### config.mk
export PLATFORM = sky130hd
export DESIGN_NAME = primitive_group_fetch_flat
export DESIGN_NICKNAME = d
export VERILOG_FILES = /design/src/rtl/primitive_group_fetch_pkg.sv /design/src/rtl/primitive_group_fetch_if.sv /design/src/rtl/primitive_group_fetch_skid_fifo.sv /design/src/rtl/primitive_group_fetch.sv /design/src/flat_wrapper.sv
export SDC_FILE = /design/constraint.sdc
export NUM_CORES = 1
export LEC_CHECK = 0
export CORE_MARGIN = 2
export CORE_UTILIZATION = 50
export DETAILED_ROUTE_END_ITERATION = 8
export PLACE_DENSITY = 0.76
export SETUP_SLACK_MARGIN = 0.15
export SYNTH_ARGS = -nofsm -noshare
export SYNTH_HDL_FRONTEND = slang
export SYNTH_SLANG_ARGS = --single-unit
### constraint.sdc
create_clock -name clk -period 12.8 [get_ports clk]
set_input_delay 2.56 -clock clk [delete_from_list [all_inputs] [get_ports clk]]
set_output_delay 2.56 -clock clk [all_outputs]
set_load 0.005 [all_outputs]
### src/rtl/primitive_group_fetch_pkg.sv
// Shared types for the primitive group fetch block.
//   BVH_Primitive        : one primitive record as stored in a RAM bank.
//   PrimFetchState       : request FSM states.
//   PrimFetchBeat        : one response beat (lanes, lane-valid mask, last tag).
package primitive_group_fetch_pkg;

  localparam int unsigned BVH_AABB_TEST_UNIT_SIZE   = 4;
  localparam int unsigned BVH_PRIMITIVE_INDEX_WIDTH = 16;
  localparam int unsigned BVH_PRIMITIVE_WIDTH       = 32;

  typedef logic [BVH_PRIMITIVE_WIDTH-1:0] BVH_Primitive;

  typedef enum logic [1:0] {
    PGF_Idle,
    PGF_Issue,
    PGF_Drain
  } PrimFetchState;

  typedef struct packed {
    BVH_Primitive [BVH_AABB_TEST_UNIT_SIZE-1:0] prim;
    logic [BVH_AABB_TEST_UNIT_SIZE-1:0]         mask;
    logic                                       last;
  } PrimFetchBeat;

endpackage

### src/rtl/primitive_group_fetch_if.sv
// Request/response bus between a ray/shadow unit and primitive_group_fetch.
//   req_valid/req_ready/req_start/req_end : group request handshake.
//   abort                                 : drop the remainder of the group.
//   rsp_valid/rsp_ready/rsp_prim/rsp_mask/rsp_last : beat stream.
// master = requester, slave = primitive_group_fetch.
interface primitive_group_fetch_if
  import primitive_group_fetch_pkg::*;
#(
  parameter int unsigned UNIT_SIZE = BVH_AABB_TEST_UNIT_SIZE,
  parameter int unsigned INDEX_W   = BVH_PRIMITIVE_INDEX_WIDTH
);

  logic                          req_valid;
  logic                          req_ready;
  logic [INDEX_W-1:0]            req_start;
  logic [INDEX_W-1:0]            req_end;
  logic                          abort;
  logic                          rsp_valid;
  logic                          rsp_ready;
  BVH_Primitive [UNIT_SIZE-1:0]  rsp_prim;
  logic [UNIT_SIZE-1:0]          rsp_mask;
  logic                          rsp_last;

  modport master (
    output req_valid, req_start, req_end, abort, rsp_ready,
    input  req_ready, rsp_valid, rsp_prim, rsp_mask, rsp_last
  );

  modport slave (
    input  req_valid, req_start, req_end, abort, rsp_ready,
    output req_ready, rsp_valid, rsp_prim, rsp_mask, rsp_last
  );

endinterface

### src/rtl/primitive_group_fetch_skid_fifo.sv
// Output beat buffer for primitive_group_fetch.
//   clk, reset : clock, asynchronous active-high reset.
//   push/push_beat : write a beat (ignored when full).
//   pop            : retire the head beat (ignored when empty).
//   flush          : drop all entries; wins over push/pop.
//   head/empty/count : head entry, empty flag, occupancy.
module prim_fetch_skid_fifo
  import primitive_group_fetch_pkg::*;
#(
  parameter int unsigned DEPTH  = 4,
  parameter type         beat_t = PrimFetchBeat
) (
  input  logic                         clk,
  input  logic                         reset,
  input  logic                         push,
  input  beat_t                        push_beat,
  input  logic                         pop,
  input  logic                         flush,
  output beat_t                        head,
  output logic                         empty,
  output logic [$clog2(DEPTH+1)-1:0]   count
);

  localparam int unsigned CNT_W = $clog2(DEPTH + 1);
  localparam int unsigned PTR_W = (DEPTH > 1) ? $clog2(DEPTH) : 1;

  beat_t             mem [DEPTH];
  logic [PTR_W-1:0]  wr_ptr;
  logic [PTR_W-1:0]  rd_ptr;
  logic              full;
  logic              do_push;
  logic              do_pop;

  function automatic logic [PTR_W-1:0] next_ptr(input logic [PTR_W-1:0] p);
    return (p == PTR_W'(DEPTH - 1)) ? '0 : p + PTR_W'(1);
  endfunction

  assign empty   = (count == '0);
  assign full    = (count == CNT_W'(DEPTH));
  assign do_push = push && !full;
  assign do_pop  = pop && !empty;
  assign head    = mem[rd_ptr];

  always_ff @(posedge clk or posedge reset) begin
    if (reset) begin
      wr_ptr <= '0;
      rd_ptr <= '0;
      count  <= '0;
    end else if (flush) begin
      wr_ptr <= '0;
      rd_ptr <= '0;
      count  <= '0;
    end else begin
      if (do_push) wr_ptr <= next_ptr(wr_ptr);
      if (do_pop)  rd_ptr <= next_ptr(rd_ptr);
      case ({do_push, do_pop})
        2'b10:   count <= count + CNT_W'(1);
        2'b01:   count <= count - CNT_W'(1);
        default: count <= count;
      endcase
    end
  end

  always_ff @(posedge clk) begin
    if (do_push && !flush) mem[wr_ptr] <= push_beat;
  end

endmodule

### src/rtl/primitive_group_fetch.sv
// Primitive group fetch: accepts one (start, end) primitive range, reads it
// from UNIT_SIZE-banked primitive RAM and streams UNIT_SIZE-wide beats back.
//   clk, reset  : clock, asynchronous active-high reset.
//   bus         : request/response bus (slave side), see primitive_group_fetch_if.
//   mem_rd_en   : RAM read strobe; mem_rd_addr holds one row per bank.
//   mem_rd_data : per-bank data, RAM_LATENCY cycles after mem_rd_en.
// Optional macro PRIM_GROUP_FETCH_STATS_EN adds saturating counters
//   stat_beats, stat_stall, stat_aborts.
module primitive_group_fetch
  import primitive_group_fetch_pkg::*;
#(
  parameter int unsigned UNIT_SIZE   = BVH_AABB_TEST_UNIT_SIZE,
  parameter int unsigned INDEX_W     = BVH_PRIMITIVE_INDEX_WIDTH,
  parameter int unsigned RAM_LATENCY = 2,
  parameter int unsigned BUF_DEPTH   = RAM_LATENCY + 2
) (
  input  logic                                                clk,
  input  logic                                                reset,
  primitive_group_fetch_if.slave                              bus,
  output logic                                                mem_rd_en,
  output logic [UNIT_SIZE-1:0][INDEX_W-$clog2(UNIT_SIZE)-1:0] mem_rd_addr,
  input  BVH_Primitive [UNIT_SIZE-1:0]                        mem_rd_data
`ifdef PRIM_GROUP_FETCH_STATS_EN
  ,
  output logic [31:0]                                         stat_beats,
  output logic [31:0]                                         stat_stall,
  output logic [15:0]                                         stat_aborts
`endif
);

  localparam int unsigned LOG_U = $clog2(UNIT_SIZE);
  localparam int unsigned ROW_W = INDEX_W - LOG_U;
  localparam int unsigned CNT_W = $clog2(BUF_DEPTH + 1);
  localparam int unsigned OUT_W = $clog2(RAM_LATENCY + 1);
  localparam int unsigned LAST  = RAM_LATENCY - 1;

  typedef struct packed {
    BVH_Primitive [UNIT_SIZE-1:0] prim;
    logic [UNIT_SIZE-1:0]         mask;
    logic                         last;
  } beat_t;

  PrimFetchState         state_q, state_d;
  logic [INDEX_W-1:0]    base_q, base_d;
  logic [INDEX_W-1:0]    end_q, end_d;
  logic [INDEX_W:0]      base_x, end_x;
  logic [ROW_W-1:0]      base_row;
  logic [LOG_U-1:0]      base_lo;
  logic [UNIT_SIZE-1:0]  lane_mask;
  logic                  issue_last;
  logic                  credit;
  logic                  issue;
  logic                  empty_req;
  logic                  abort_eff;

  // Tag pipe travelling beside the RAM read; keep=0 marks an aborted read.
  logic [RAM_LATENCY-1:0]                p_valid, p_keep, p_last;
  logic [RAM_LATENCY-1:0][UNIT_SIZE-1:0] p_mask;
  logic [RAM_LATENCY-1:0][LOG_U-1:0]     p_rot;
  logic [OUT_W-1:0]                      outstanding;

  beat_t                 ret_beat, push_beat, head;
  logic                  push, pop, buf_empty;
  logic [CNT_W-1:0]      buf_count;

  assign abort_eff = bus.abort && (state_q != PGF_Idle);
  assign credit    = (32'(outstanding) + 32'(buf_count)) < BUF_DEPTH;

  always_comb begin
    outstanding = '0;
    for (int unsigned k = 0; k < RAM_LATENCY; k++)
      outstanding = outstanding + OUT_W'(p_valid[k]);
  end

  // Lane/bank arithmetic. Compares use INDEX_W+1 bits so lanes that wrap
  // past 2^INDEX_W fall outside the range instead of aliasing to low indices.
  always_comb begin
    base_x     = {1'b0, base_q};
    end_x      = {1'b0, end_q};
    base_row   = base_q[INDEX_W-1:LOG_U];
    base_lo    = base_q[LOG_U-1:0];
    issue_last = (base_x + (INDEX_W+1)'(UNIT_SIZE)) >= end_x;
    for (int unsigned i = 0; i < UNIT_SIZE; i++)
      lane_mask[i] = (base_x + (INDEX_W+1)'(i)) < end_x;
    // Banks below the base offset hold the wrapped lanes of the next row.
    for (int unsigned b = 0; b < UNIT_SIZE; b++)
      mem_rd_addr[b] = (LOG_U'(b) < base_lo) ? base_row + ROW_W'(1) : base_row;
  end

  always_comb begin
    state_d   = state_q;
    base_d    = base_q;
    end_d     = end_q;
    issue     = 1'b0;
    empty_req = 1'b0;
    case (state_q)
      PGF_Idle: begin
        if (bus.req_valid) begin
          base_d = bus.req_start;
          end_d  = bus.req_end;
          if (bus.req_end <= bus.req_start) begin
            empty_req = 1'b1;
            state_d   = PGF_Drain;
          end else begin
            state_d = PGF_Issue;
          end
        end
      end
      PGF_Issue: begin
        if (credit) begin
          issue  = 1'b1;
          base_d = base_q + INDEX_W'(UNIT_SIZE);
          if (issue_last) state_d = PGF_Drain;
        end
      end
      PGF_Drain: begin
        if (buf_empty && outstanding == '0) state_d = PGF_Idle;
      end
      default: state_d = PGF_Idle;
    endcase
    if (abort_eff) begin
      issue   = 1'b0;
      base_d  = base_q;
      state_d = PGF_Drain;
    end
  end

  always_ff @(posedge clk or posedge reset) begin
    if (reset) begin
      state_q <= PGF_Idle;
      base_q  <= '0;
      end_q   <= '0;
    end else begin
      state_q <= state_d;
      base_q  <= base_d;
      end_q   <= end_d;
    end
  end

  always_ff @(posedge clk or posedge reset) begin
    if (reset) begin
      p_valid <= '0;
      p_keep  <= '0;
      p_last  <= '0;
      p_mask  <= '0;
      p_rot   <= '0;
    end else begin
      p_valid[0] <= issue;
      p_keep[0]  <= issue;
      p_last[0]  <= issue_last;
      p_mask[0]  <= lane_mask;
      p_rot[0]   <= base_lo;
      for (int unsigned k = 1; k < RAM_LATENCY; k++) begin
        p_valid[k] <= p_valid[k-1];
        p_keep[k]  <= p_keep[k-1] && !abort_eff;
        p_last[k]  <= p_last[k-1];
        p_mask[k]  <= p_mask[k-1];
        p_rot[k]   <= p_rot[k-1];
      end
    end
  end

  // Rotate bank data so lane i carries primitive base+i.
  always_comb begin
    ret_beat.mask = p_mask[LAST];
    ret_beat.last = p_last[LAST];
    for (int unsigned i = 0; i < UNIT_SIZE; i++)
      ret_beat.prim[i] = mem_rd_data[p_rot[LAST] + LOG_U'(i)];
  end

  // An empty group pushes its single terminating beat straight from IDLE;
  // the tag pipe is always idle then, so the two push sources never collide.
  always_comb begin
    push_beat = ret_beat;
    if (empty_req) begin
      push_beat.prim = '0;
      push_beat.mask = '0;
      push_beat.last = 1'b1;
    end
  end

  assign push = !abort_eff && (empty_req || (p_valid[LAST] && p_keep[LAST]));
  assign pop  = bus.rsp_valid && bus.rsp_ready;

  prim_fetch_skid_fifo #(
    .DEPTH  (BUF_DEPTH),
    .beat_t (beat_t)
  ) u_skid_fifo (
    .clk       (clk),
    .reset     (reset),
    .push      (push),
    .push_beat (push_beat),
    .pop       (pop),
    .flush     (abort_eff),
    .head      (head),
    .empty     (buf_empty),
    .count     (buf_count)
  );

  assign bus.req_ready = (state_q == PGF_Idle);
  assign bus.rsp_valid = !buf_empty;
  assign bus.rsp_prim  = head.prim;
  assign bus.rsp_mask  = buf_empty ? '0 : head.mask;
  assign bus.rsp_last  = !buf_empty && head.last;
  assign mem_rd_en     = issue;

`ifdef PRIM_GROUP_FETCH_STATS_EN
  always_ff @(posedge clk or posedge reset) begin
    if (reset) begin
      stat_beats  <= '0;
      stat_stall  <= '0;
      stat_aborts <= '0;
    end else begin
      if (pop && stat_beats != '1)
        stat_beats <= stat_beats + 32'd1;
      if (bus.rsp_valid && !bus.rsp_ready && stat_stall != '1)
        stat_stall <= stat_stall + 32'd1;
      // An abort that only coincides with the final beat's handshake drops nothing.
      if (abort_eff && !(pop && head.last) && stat_aborts != '1)
        stat_aborts <= stat_aborts + 16'd1;
    end
  end
`endif

endmodule
### src/flat_wrapper.sv
// flat-port wrapper written by rule: the top's interface ports become plain ports
module primitive_group_fetch_flat import primitive_group_fetch_pkg::*;
#(
  parameter int unsigned UNIT_SIZE   = BVH_AABB_TEST_UNIT_SIZE,
  parameter int unsigned INDEX_W     = BVH_PRIMITIVE_INDEX_WIDTH,
  parameter int unsigned RAM_LATENCY = 2,
  parameter int unsigned BUF_DEPTH   = RAM_LATENCY + 2
)
  (clk, reset, mem_rd_en, mem_rd_addr, mem_rd_data, bus_req_valid, bus_req_start, bus_req_end, bus_abort, bus_rsp_ready, bus_req_ready, bus_rsp_valid, bus_rsp_prim, bus_rsp_mask, bus_rsp_last);
  primitive_group_fetch_if #(.UNIT_SIZE(UNIT_SIZE), .INDEX_W(INDEX_W)) bus_i ();
  input  logic clk;
  input  logic reset;
  output logic mem_rd_en;
  output logic [UNIT_SIZE-1:0][INDEX_W-$clog2(UNIT_SIZE)-1:0] mem_rd_addr;
  input  BVH_Primitive [UNIT_SIZE-1:0] mem_rd_data;
  input wire logic [$bits(bus_i.req_valid)-1:0] bus_req_valid;
  input wire logic [$bits(bus_i.req_start)-1:0] bus_req_start;
  input wire logic [$bits(bus_i.req_end)-1:0] bus_req_end;
  input wire logic [$bits(bus_i.abort)-1:0] bus_abort;
  input wire logic [$bits(bus_i.rsp_ready)-1:0] bus_rsp_ready;
  output wire logic [$bits(bus_i.req_ready)-1:0] bus_req_ready;
  output wire logic [$bits(bus_i.rsp_valid)-1:0] bus_rsp_valid;
  output wire logic [$bits(bus_i.rsp_prim)-1:0] bus_rsp_prim;
  output wire logic [$bits(bus_i.rsp_mask)-1:0] bus_rsp_mask;
  output wire logic [$bits(bus_i.rsp_last)-1:0] bus_rsp_last;
  assign bus_i.req_valid = bus_req_valid;
  assign bus_i.req_start = bus_req_start;
  assign bus_i.req_end = bus_req_end;
  assign bus_i.abort = bus_abort;
  assign bus_i.rsp_ready = bus_rsp_ready;
  assign bus_req_ready = bus_i.req_ready;
  assign bus_rsp_valid = bus_i.rsp_valid;
  assign bus_rsp_prim = bus_i.rsp_prim;
  assign bus_rsp_mask = bus_i.rsp_mask;
  assign bus_rsp_last = bus_i.rsp_last;
  primitive_group_fetch #(.UNIT_SIZE(UNIT_SIZE), .INDEX_W(INDEX_W), .RAM_LATENCY(RAM_LATENCY), .BUF_DEPTH(BUF_DEPTH)) u_core (.clk(clk), .reset(reset), .bus(bus_i), .mem_rd_en(mem_rd_en), .mem_rd_addr(mem_rd_addr), .mem_rd_data(mem_rd_data));
endmodule
==> results of run 1 <==
-- power by group through the flow --
stage,registers [mW],clock network [mW],logic [mW]
after CTS,2.93,1.63,3.56
final,2.93,1.60,3.53
after detailed placement,2.97,0,3.52
after global routing,2.96,1.70,3.83
after floorplan,2.78,0,2.27
after global placement,2.95,0,3.48
-- through the flow --
| step | power, mW | hold slack (ps) |
|---|---|---|
| finish | 8.06 | 345 |
| global route | 8.50 | 355 |
| CTS | 8.12 | 353 |
| detailed placement | 6.49 | 335 |
| global placement | 6.43 | 333 |
| floorplan | 5.05 | 331 |
-- kinds of logic after synthesis --
group,count (synthesis),synth area share (%)
buffers and inverters,163,2.40
adder cells (fa/ha/maj),107,4.63
AND/OR/NAND/NOR,347,6.25
flip-flops,590,59.9
AO/OA/AOI/OAI,165,3.58
XOR/XNOR,93,2.80
multiplexers,266,20.4
-- cell usage in the layout, fill, tap and decap left out, types with 45 or more instances in the layout --
cell | netlist | final
ha_1 | 106 | 106
edfxtp_1 | 532 | 532
clkdlybuf4s50_1 | 0 | 356
dfrtp_1 | 58 | 54
o21ai_0 | 47 | 47
a21oi_1 | 45 | 45
nor2b_1 | 138 | 138
nand2_1 | 73 | 73
nor2_1 | 55 | 55
xnor2_1 | 57 | 57
clkbuf_16 | 0 | 58
mux4_2 | 261 | 261
-- worst register-to-register path, delay by kind of cell (launching register included) --
kind	cells	cell delay [ps]
simple gates	1	100
compound gates	6	2050
fa+ha+maj	2	530
buf+inv	1	280
xor+xnor	1	160
flops	1	1030
-- metal layers --
metal	global-route usage (%)	vias to the layer above	part of all wire, %
met2	37.9	705	49
met3	5.60	105	8.1
li1	-	7507	-
met4	5.99	10	2.3
met1	32.6	8697	41
met5	0	-	0.080
-- layout make-up --
cell class | count | area share [%]
timing repair buffer | 377 | 10.6
multi-input combinational | 978 | 31.3
clock buffer | 74 | 4.31
sequential | 590 | 49.7
clock inverter | 29 | 0.774
tap | 765 | 2.73
antenna | 1 | 0.00713
inverter | 45 | 0.481
-- Yosys cell counts (all sizes together), types with 2 or more instances --
| cell | n | area share [%] |
|---|---|---|
| edfxtp | 532 | 55 |
| mux4 | 261 | 20 |
| nor2b | 138 | 3.0 |
| ha | 106 | 4.6 |
| nand2 | 73 | 0.94 |
| clkbuf | 71 | 0.92 |
| dfrtp | 58 | 5.0 |
| xnor2 | 57 | 1.7 |
| nor2 | 55 | 0.71 |
| o21ai | 48 | 0.83 |
| buf | 47 | 0.90 |
| a21oi | 46 | 0.80 |
| inv | 45 | 0.58 |
| xor2 | 36 | 1.1 |
| nor3 | 20 | 0.34 |
| a21o | 19 | 0.49 |
| nand3 | 18 | 0.31 |
| nand4 | 14 | 0.30 |
| and2 | 8 | 0.17 |
| a31oi | 7 | 0.15 |
| o21a | 6 | 0.18 |
| o22a | 6 | 0.18 |
| a211oi | 5 | 0.13 |
| nand2b | 5 | 0.11 |
| a2111oi | 4 | 0.12 |
| a21boi | 4 | 0.10 |
| o211ai | 4 | 0.10 |
| or2 | 4 | 0.086 |
| a221o | 3 | 0.10 |
| and4 | 3 | 0.090 |
| mux2 | 3 | 0.12 |
| nor4 | 3 | 0.065 |
| a221oi | 2 | 0.060 |
| a41oi | 2 | 0.060 |
| and3 | 2 | 0.043 |
| mux2i | 2 | 0.069 |
| o21bai | 2 | 0.052 |
| or3 | 2 | 0.043 |
| or4 | 2 | 0.065 |
-- worst paths after layout --
kind / start / to / slack (ps) / cells after the start
setup / recovery: bus_req_start[11] / u_core.u_skid_fifo.mem[3][60]$_DFFE_PP_ / 6120 / 12
min in group asynchronous: reset / u_core.u_skid_fifo.count[2]$_DFFE_PP0P_ / 2500 / 3
hold reg to reg: u_core.p_mask[0]$_DFF_PP0_ / u_core.p_mask[4]$_DFF_PP0_ / 350 / 0
hold / removal: u_core.p_mask[0]$_DFF_PP0_ / u_core.p_mask[4]$_DFF_PP0_ / 350 / 0
max in group asynchronous: reset / u_core.u_skid_fifo.rd_ptr[0]$_DFFE_PP0P_ / 9720 / 3
setup reg to reg: u_core.base_q[1]$_DFFE_PP0P_ / u_core.p_mask[3]$_DFF_PP0_ / 8540 / 11
-- registers in the layout, indices dropped and copies added, names as in the netlist --
| signal | count |
|---|---|
| u_core.p_rot | 4 |
| u_core.p_mask | 8 |
| u_core.u_skid_fifo.count | 3 |
| u_core.u_skid_fifo.mem | 532 |
| u_core.end_q | 16 |
| u_core.u_skid_fifo.rd_ptr | 2 |
| u_core.state_q | 2 |
| u_core.p_keep | 1 |
| u_core.p_valid | 2 |
| u_core.u_skid_fifo.wr_ptr | 2 |
| u_core.p_last | 2 |
| u_core.base_q | 16 |
==> impl_metrics.toml, run 1 <==
[clock_tree]
ctsLongestPathBuffers = 3
clk_pin_slew_worst_paths_ps = 60
cts_tree = "done"
cts_resized = 0
ctsHoldBuffers = 0
cts_setup_buffers = 0
insertion_delay_ps = 620
clock_sinks = 590
cts_root_buffer = "clkbuf_16"
h-tree-depth = 2
cts_buffers = 57

[power]
p_int_mw = 5.38
combPwrFrac_pct = 43.8
swShare_pct = 33.3
p_per_area_nw_per_um2 = 230
p_seq_share_pct = 36.3
peakVddDrop_mv = 0.149
p_leak_nw = 11.8
p_switching_mw = 2.68
power.share.clock_pct = 19.8

[grt]
track_usage_pct = 23.6
grt_max_degree = 102
antenna_found_initial = 6
grt_pass1_wl_mm = 107
grt_pass1_vias = 17400
globalRouteOverflowTotal = 0

[die]
coreArea_sq_um = 57600
die_h_um = 245
core.rowCount = 88
die_area_sq_um = 60100
die_w_um = 245
io_pins = 357
initial_core_util_pct = 50.5

[setup_path]
crit_top_cell = "buf_4"
cp.arrival_ps = 6900
crit_required_ps = 13020
crit_family = "buffers and inverters"
cp_slowest_cell = "buf_4"
critical_path_buf_inv_count = 5
critical_path_class = "in2reg"
critPathLaunchType = "input pin"
worstPathMaxFanout = 72
crit_path_end_kind = "register"
slowest_delay_ps = 920
crit_path_cell_trace = "clkdlybuf4s50_1 > inv_1 > ha_1 > a21oi_1 > o21a_1 > o2bb2ai_1 > nor3_1 > o211ai_1 > buf_4 > a21boi_4 > buf_4 > buf_4"

[detailed_routing]
drt-total-wl_mm = 70.2
vias = 17000
via_per_inst = 5.95
drc = 0
first_pass_iters = 5
wire_per_inst_um = 24.5
drt_iter0_drc = 1291
drtAntennaViolNets = 0

[timing]
finalHoldViolCount = 0
slew_violations = 0
fmax_ghz = 0.150
fin_ws_ps = 6120
finalSetupViolCount = 0
maxSlewHeadroom_pct = 17.6
tns_ps = 0
fin_skew_ps = 33.3
min_period_over_period_pct = 52.2
period_needed_ps = 6680
tightest_slew_ps = 1210
rsz0062_at_grt = "false"

[logic_synthesis]
synth-seq-area-share_pct = 59.9
synthArstFlopShare_pct = 9.83
syn_nets = 2003
ys_types = 55
ys_seq_elements = 590
synth_area_sq_um = 29100
syn_inst = 1731
avgSynthCellArea_sq_um = 16.8
yosys_most_used_dff = "edfxtp_1"
synth-edff-count = 532
yosysWarnings = 0

[finish]
layout.cells.non_filler = 2859
drive_above_1_share_pct = 18.0
multi_input_area_sq_um = 11000
seq_area_sq_um = 17400
design_area_sq_um = 35100
layout.nets = 2321
area_delta_synth_final_pct = 20.7
final_core_util_pct = 60.9
num-fill-cells = 4156

[placement]
dp.cells = 2755
port_buffers = 356
place_congestion = 0.954
dp_slack_ps = 5460
place.detailed.hpwl_mm = 46.5
post_dp_cell_area_sq_um = 33300

[run]
drv_cap = 0

[hold_path]
hp-class = "reg2reg"

[status]
outcome = "finished clean"
(Power assumes the default switching activity.)
==> inputs of run 2 (changes only) <==
- clock period: 12.8 -> 5.8 ns (I/O delays scaled with it)
==> run 2 against run 1 <==
Net effect:
- sequential share of layout area fell by 0.46 points
- total power grew 120%
- wire length is essentially flat
- non-clock buffer count rose by 10
- critical path depth fell by 5
==> impl_metrics.toml, run 2 (same netlist as run 1, synthesis figures left out) <==
[setup_path]
crit_path_end_kind = "output port"
crit_required_ps = 4640
rr_worst_depth = 11
cp.arrival_ps = 3690
r2r-end = "u_core.p_last[0]$_DFF_PP0_"
endpoint = "mem_rd_addr[38]"
critPathLaunchType = "register"
critPathLaunch = "u_core.base_q[2]$_DFFE_PP0P_"
worstReg2RegStart = "u_core.base_q[2]$_DFFE_PP0P_"
r2r_setup_slack_ps = 1860
worstPathMaxFanout = 14
critical_path_class = "reg2out"

[detailed_routing]
drc = 0
wl_met3_mm = 6.03
m1WireLength_mm = 27.7
routed.top_layer = "met5"
first_pass_iters = 5
drt_iter0_drc = 1480
wire_per_inst_um = 24.4
drt-total-wl_mm = 70.2
met2_length_mm = 34.8
drtAntennaViolNets = 0
vias = 17200
via_per_inst = 5.97

[grt]
globalRouteOverflowTotal = 0
grt_pass1_wl_mm = 107
antenna_found_initial = 6
grt_max_degree = 94
track_usage_pct = 23.4
grt_pass1_vias = 17400

[placement]
dp.cells = 2765
place.detailed.hpwl_mm = 46.6
place_congestion = 0.884
port_buffers = 356
dp_slack_ps = 710
post_dp_cell_area_sq_um = 33500

[finish]
area_delta_synth_final_pct = 21.8
top_register = "u_core.u_skid_fifo.mem"
largest_reg_flops = 532
layout_commonest_cell = "edfxtp_1"
mostFrequentLayoutCells = "edfxtp_1 (532), clkdlybuf4s50_1 (356), mux4_2 (261)"
num-fill-cells = 4168
drive_above_1_share_pct = 18.8
reg.largest.list = "u_core.u_skid_fifo.mem: 532 flops, u_core.base_q: 16 flops, u_core.end_q: 16 flops"
layout.nets = 2331
layout.cells.non_filler = 2874
design_area_sq_um = 35400

[clock_tree]
ctsLongestPathBuffers = 3
cts_resized = 0
clock_sinks = 590
cts_tree = "done"
cts_root_buffer = "clkbuf_16"
h-tree-depth = 2
insertion_delay_ps = 620
clk_pin_slew_worst_paths_ps = 60
cts_buffers = 57
cts_setup_buffers = 0
ctsHoldBuffers = 0

[power]
p_leak_nw = 11.9
finalPower_mw = 18.0
peakVddDrop_mv = 0.262
p_per_area_nw_per_um2 = 508

[run]
drv_cap = 0

[status]
outcome = "finished clean"

[timing]
min_period_over_period_pct = 83.6
fin_ws_ps = 950
maxSlewHeadroom_pct = 32.2
rsz0062_at_grt = "false"
tns_ps = 0
tightest_slew_ps = 1020
finalHoldViolCount = 0
fmax_ghz = 0.206
finalSetupViolCount = 0
period_needed_ps = 4850
slew_violations = 0
fin_skew_ps = 22.8

[die]
initial_core_util_pct = 50.5
die_w_um = 245
io_pins = 357
coreArea_sq_um = 57600
die_h_um = 245
core.rowCount = 88
die_area_sq_um = 60100

[hold_path]
hp-class = "reg2reg"
hold_depth = 0
[run 2: changes by cell type in the layout (fill, tap and decap cells not counted), moves of 3 or more]
cell / change
buf_12: +11
clkinv_1: -6
clkinv_2: +5
clkbuf_8: +4
bufinv_16: +3
clkinv_4: -3
[run 2: area by class of cell]
cell class	count	area, sq um	area share, %
Inverter	45	169	0.477
Tap cell	765	957	2.70
Clock inverter	30	335	0.947
Clock buffer	77	1560	4.41
Antenna cell	2	5.00	0.0141
Multi-Input combinational cell	978	11000	31.1
Sequential cell	590	17400	49.3
Timing Repair Buffer	387	3950	11.1
[run 2: worst max-delay path, cell delays in order (launching register included)]
cell and delay (ps):
dfrtp_1 770, ha_1 440, and4_1 330, nand2_1 250
nor2_1 370, nand2_1 160, xnor2_1 200, clkdlybuf4s50_1 560
[run 2: worst min-delay path by stage]
stage | startpoint | endpoint
after floorplan | u_core.p_last[0]$_DFF_PP0_ | u_core.p_last[1]$_DFF_PP0_
after global placement | u_core.p_last[0]$_DFF_PP0_ | u_core.p_last[1]$_DFF_PP0_
after detailed placement | u_core.p_mask[0]$_DFF_PP0_ | u_core.p_mask[4]$_DFF_PP0_
after CTS | u_core.p_mask[0]$_DFF_PP0_ | u_core.p_mask[4]$_DFF_PP0_
after global routing | u_core.p_mask[0]$_DFF_PP0_ | u_core.p_mask[4]$_DFF_PP0_
final | u_core.p_mask[0]$_DFF_PP0_ | u_core.p_mask[4]$_DFF_PP0_
[run 2: metrics by stage]
step           hold WS (ps)  util (%)
3_3_place_gp            332      58.2
4_1_cts                 348      61.5
6_report                343      61.5
2_1_floorplan           331         -
5_1_grt                 359      61.5
3_5_place_dp            342      58.2
[run 2: metal layers]
layer / vias up / GRT usage [%]
met1: 8855 / 31.9
met5: - / 0
met3: 98 / 5.53
li1: 7523 / -
met4: 8 / 6.47
met2: 683 / 38.1
[run 2: where the power goes]
group	leakage, nW	switching (mW)	internal [mW]
sequential	5.53	0.705	5.80
clock	0.925	1.56	2.16
combinational	5.49	3.62	4.15
total	11.9	5.88	12.1
==> inputs of run 3 (changes only) <==
- PLACE_DENSITY: 0.76 -> 0.73
- clock period: 5.8 -> 5.1 ns (I/O delays scaled with it)
==> run 3 against run 2 <==
Net effect:
- count of clock-buffer cells in the layout is 3 lower
- sequential cell count stayed put
- utilization is 0.83 points higher
- sequential power is 11% higher
- worst setup slack worse by 370 ps
- clock skew is 0.63 ps lower
- register-to-register slack worse by 610 ps
- critical endpoint is now mem_rd_addr[13]
==> impl_metrics.toml, run 3 (same netlist as run 1, synthesis figures left out) <==
[grt]
met3_usage_pct = 5.28
busiest_layer = "met2"
antenna_found_initial = 10
met2_usage_pct = 37.9
grt_pass1_wl_mm = 106
grt_pass1_vias = 17400
grt_max_degree = 95
met1_usage_pct = 31.7
track_usage_pct = 23.4
globalRouteOverflowTotal = 0

[detailed_routing]
vias = 17200
drt_iter0_drc = 1415
wire_per_inst_um = 24.3
drt-total-wl_mm = 70.4
first_pass_iters = 7
drc = 0
via_per_inst = 5.93
drtAntennaViolNets = 0

[setup_path]
critical_path_buf_inv_count = 1
slowest_delay_ps = 710
rr_worst_depth = 13
crit_required_ps = 4080
r2r_setup_slack_ps = 1250
critical_path_class = "reg2out"
crit_family = "simple AND/OR/NAND/NOR gates"
cp_slowest_cell = "dfrtp_1"
worstReg2RegStart = "u_core.base_q[3]$_DFFE_PP0P_"
crit_path_end_kind = "output port"
crit_top_cell = "nor2_1"
r2r-end = "u_core.p_mask[3]$_DFF_PP0_"
critPathLaunchType = "register"
cp.arrival_ps = 3500
worstPathMaxFanout = 13
crit_path_cell_trace = "nand4_1 > or2_2 > nor2_1 > nand2_1 > nor2_1 > xor2_1 > clkdlybuf4s50_1"

[power]
p_int_mw = 13.9
peakVddDrop_mv = 0.443
finalPower_mw = 20.7
p_switching_mw = 6.72
p_seq_share_pct = 34.8
p_per_area_nw_per_um2 = 576
power.share.clock_pct = 21.2
swShare_pct = 32.5
combPwrFrac_pct = 44.1
p_leak_nw = 12.1

[status]
outcome = "finished clean"

[placement]
place.detailed.hpwl_mm = 47.3
post_dp_cell_area_sq_um = 33900
place_congestion = 0.922
port_buffers = 356

[hold_path]
hold_depth = 0
worstHoldStart = "u_core.p_rot[1]$_DFF_PP0_"
hold_path_end = "u_core.p_rot[3]$_DFF_PP0_"
hp-class = "reg2reg"

[clock_tree]
ctsLongestPathBuffers = 3
cts_root_buffer = "clkbuf_16"
cts_resized = 0
cts_tree = "done"
clock_sinks = 590
insertion_delay_ps = 620
h-tree-depth = 2
cts_setup_buffers = 0
cts_buffers = 59
ctsHoldBuffers = 0
clk_pin_slew_worst_paths_ps = 60

[finish]
layout_commonest_cell = "edfxtp_1"
mostFrequentLayoutCells = "edfxtp_1 (532), clkdlybuf4s50_1 (356), mux4_2 (261)"
reg.largest.list = "u_core.u_skid_fifo.mem: 532 flops, u_core.base_q: 16 flops, u_core.end_q: 16 flops"
final_core_util_pct = 62.3
largest_reg_flops = 532
area_delta_synth_final_pct = 23.4
top_register = "u_core.u_skid_fifo.mem"
layout.nets = 2350
design_area_sq_um = 35900
drive_above_1_share_pct = 20.0
num-fill-cells = 4088

[die]
core.rowCount = 88
die_h_um = 245
io_pins = 357
coreArea_sq_um = 57600
die_w_um = 245
die_area_sq_um = 60100
initial_core_util_pct = 50.5

[timing]
rsz0062_at_grt = "false"
maxSlewHeadroom_pct = 34.7
tightest_slew_ps = 955
fin_skew_ps = 22.2
period_needed_ps = 4520
min_period_over_period_pct = 88.6
slew_violations = 0
fmax_ghz = 0.221
tns_ps = 0
finalSetupViolCount = 0
finalHoldViolCount = 0

[run]
drv_cap = 0
[run 3: cell count changes in the layout (fill, tap and decap cells not counted), sizes merged]
| cell | previous run | this run |
|---|---|---|
| buf | 31 | 48 |
| clkbuf | 77 | 74 |
| diode | 2 | 5 |
| inv | 47 | 49 |
| bufinv | 6 | 7 |
| clkinv | 19 | 20 |
| clkinvlp | 3 | 2 |
[run 3: layout make-up]
class	instances	area (sq um)	area share (%)
repair buffers	404	4250	11.8
clock inverters	33	388	1.08
diodes	5	12.5	0.0349
multi-input cells	978	11100	30.8
flip-flops and latches	590	17400	48.6
inverters	45	191	0.533
well taps	765	957	2.67
clock buffers	74	1590	4.44
[run 3: worst register-to-register path: stages, from the launching register on]
cell and delay, ps:
dfrtp_1 320, buf_4 220, ha_1 350, and4_1 360, nand2_1 260, nor3_1 400
xor2_1 190, ha_1 260, a21o_1 160, a21oi_1 150, nor2b_1 70, a2111oi_0 380
o21ai_0 150, a221oi_1 430
[run 3: through the flow]
stage	hold WS (ps)	std cells	setup WS (ps)
after floorplan	331	1731	-170
after global placement	332	2782	493
after detailed placement	342	2782	423
after CTS	356	2889	552
after global routing	358	2893	320
final	354	2894	580
[run 3: power groups by stage]
stage,clock network (mW),registers [mW],logic [mW]
final,4.37,7.19,9.10
after CTS,4.47,7.20,9.20
after global routing,4.65,7.28,9.85
after global placement,0,7.25,8.97
after floorplan,0,6.86,5.72
after detailed placement,0,7.30,9.11
[run 3: worst max path at each step]
stage,from,depth (start not counted),to,slack (ps)
global route,u_core.base_q[4]$_DFFE_PP0P_,6,mem_rd_addr[7],320
finish,u_core.base_q[10]$_DFFE_PP0P_,7,mem_rd_addr[13],580
global placement,bus_req_start[10],13,u_core.u_skid_fifo.count[2]$_DFFE_PP0P_,490
detailed placement,bus_req_start[10],13,u_core.u_skid_fifo.count[2]$_DFFE_PP0P_,420
floorplan,bus_req_start[10],7,u_core.u_skid_fifo.mem[0][0]$_DFFE_PP_,-170
CTS,u_core.base_q[10]$_DFFE_PP0P_,7,mem_rd_addr[13],550
[run 3: routing by layer]
layer	vias up	part of all wire, %
met4	10	3.0
met1	8776	40
met5	-	0.071
li1	7568	-
met3	119	7.9
met2	691	49
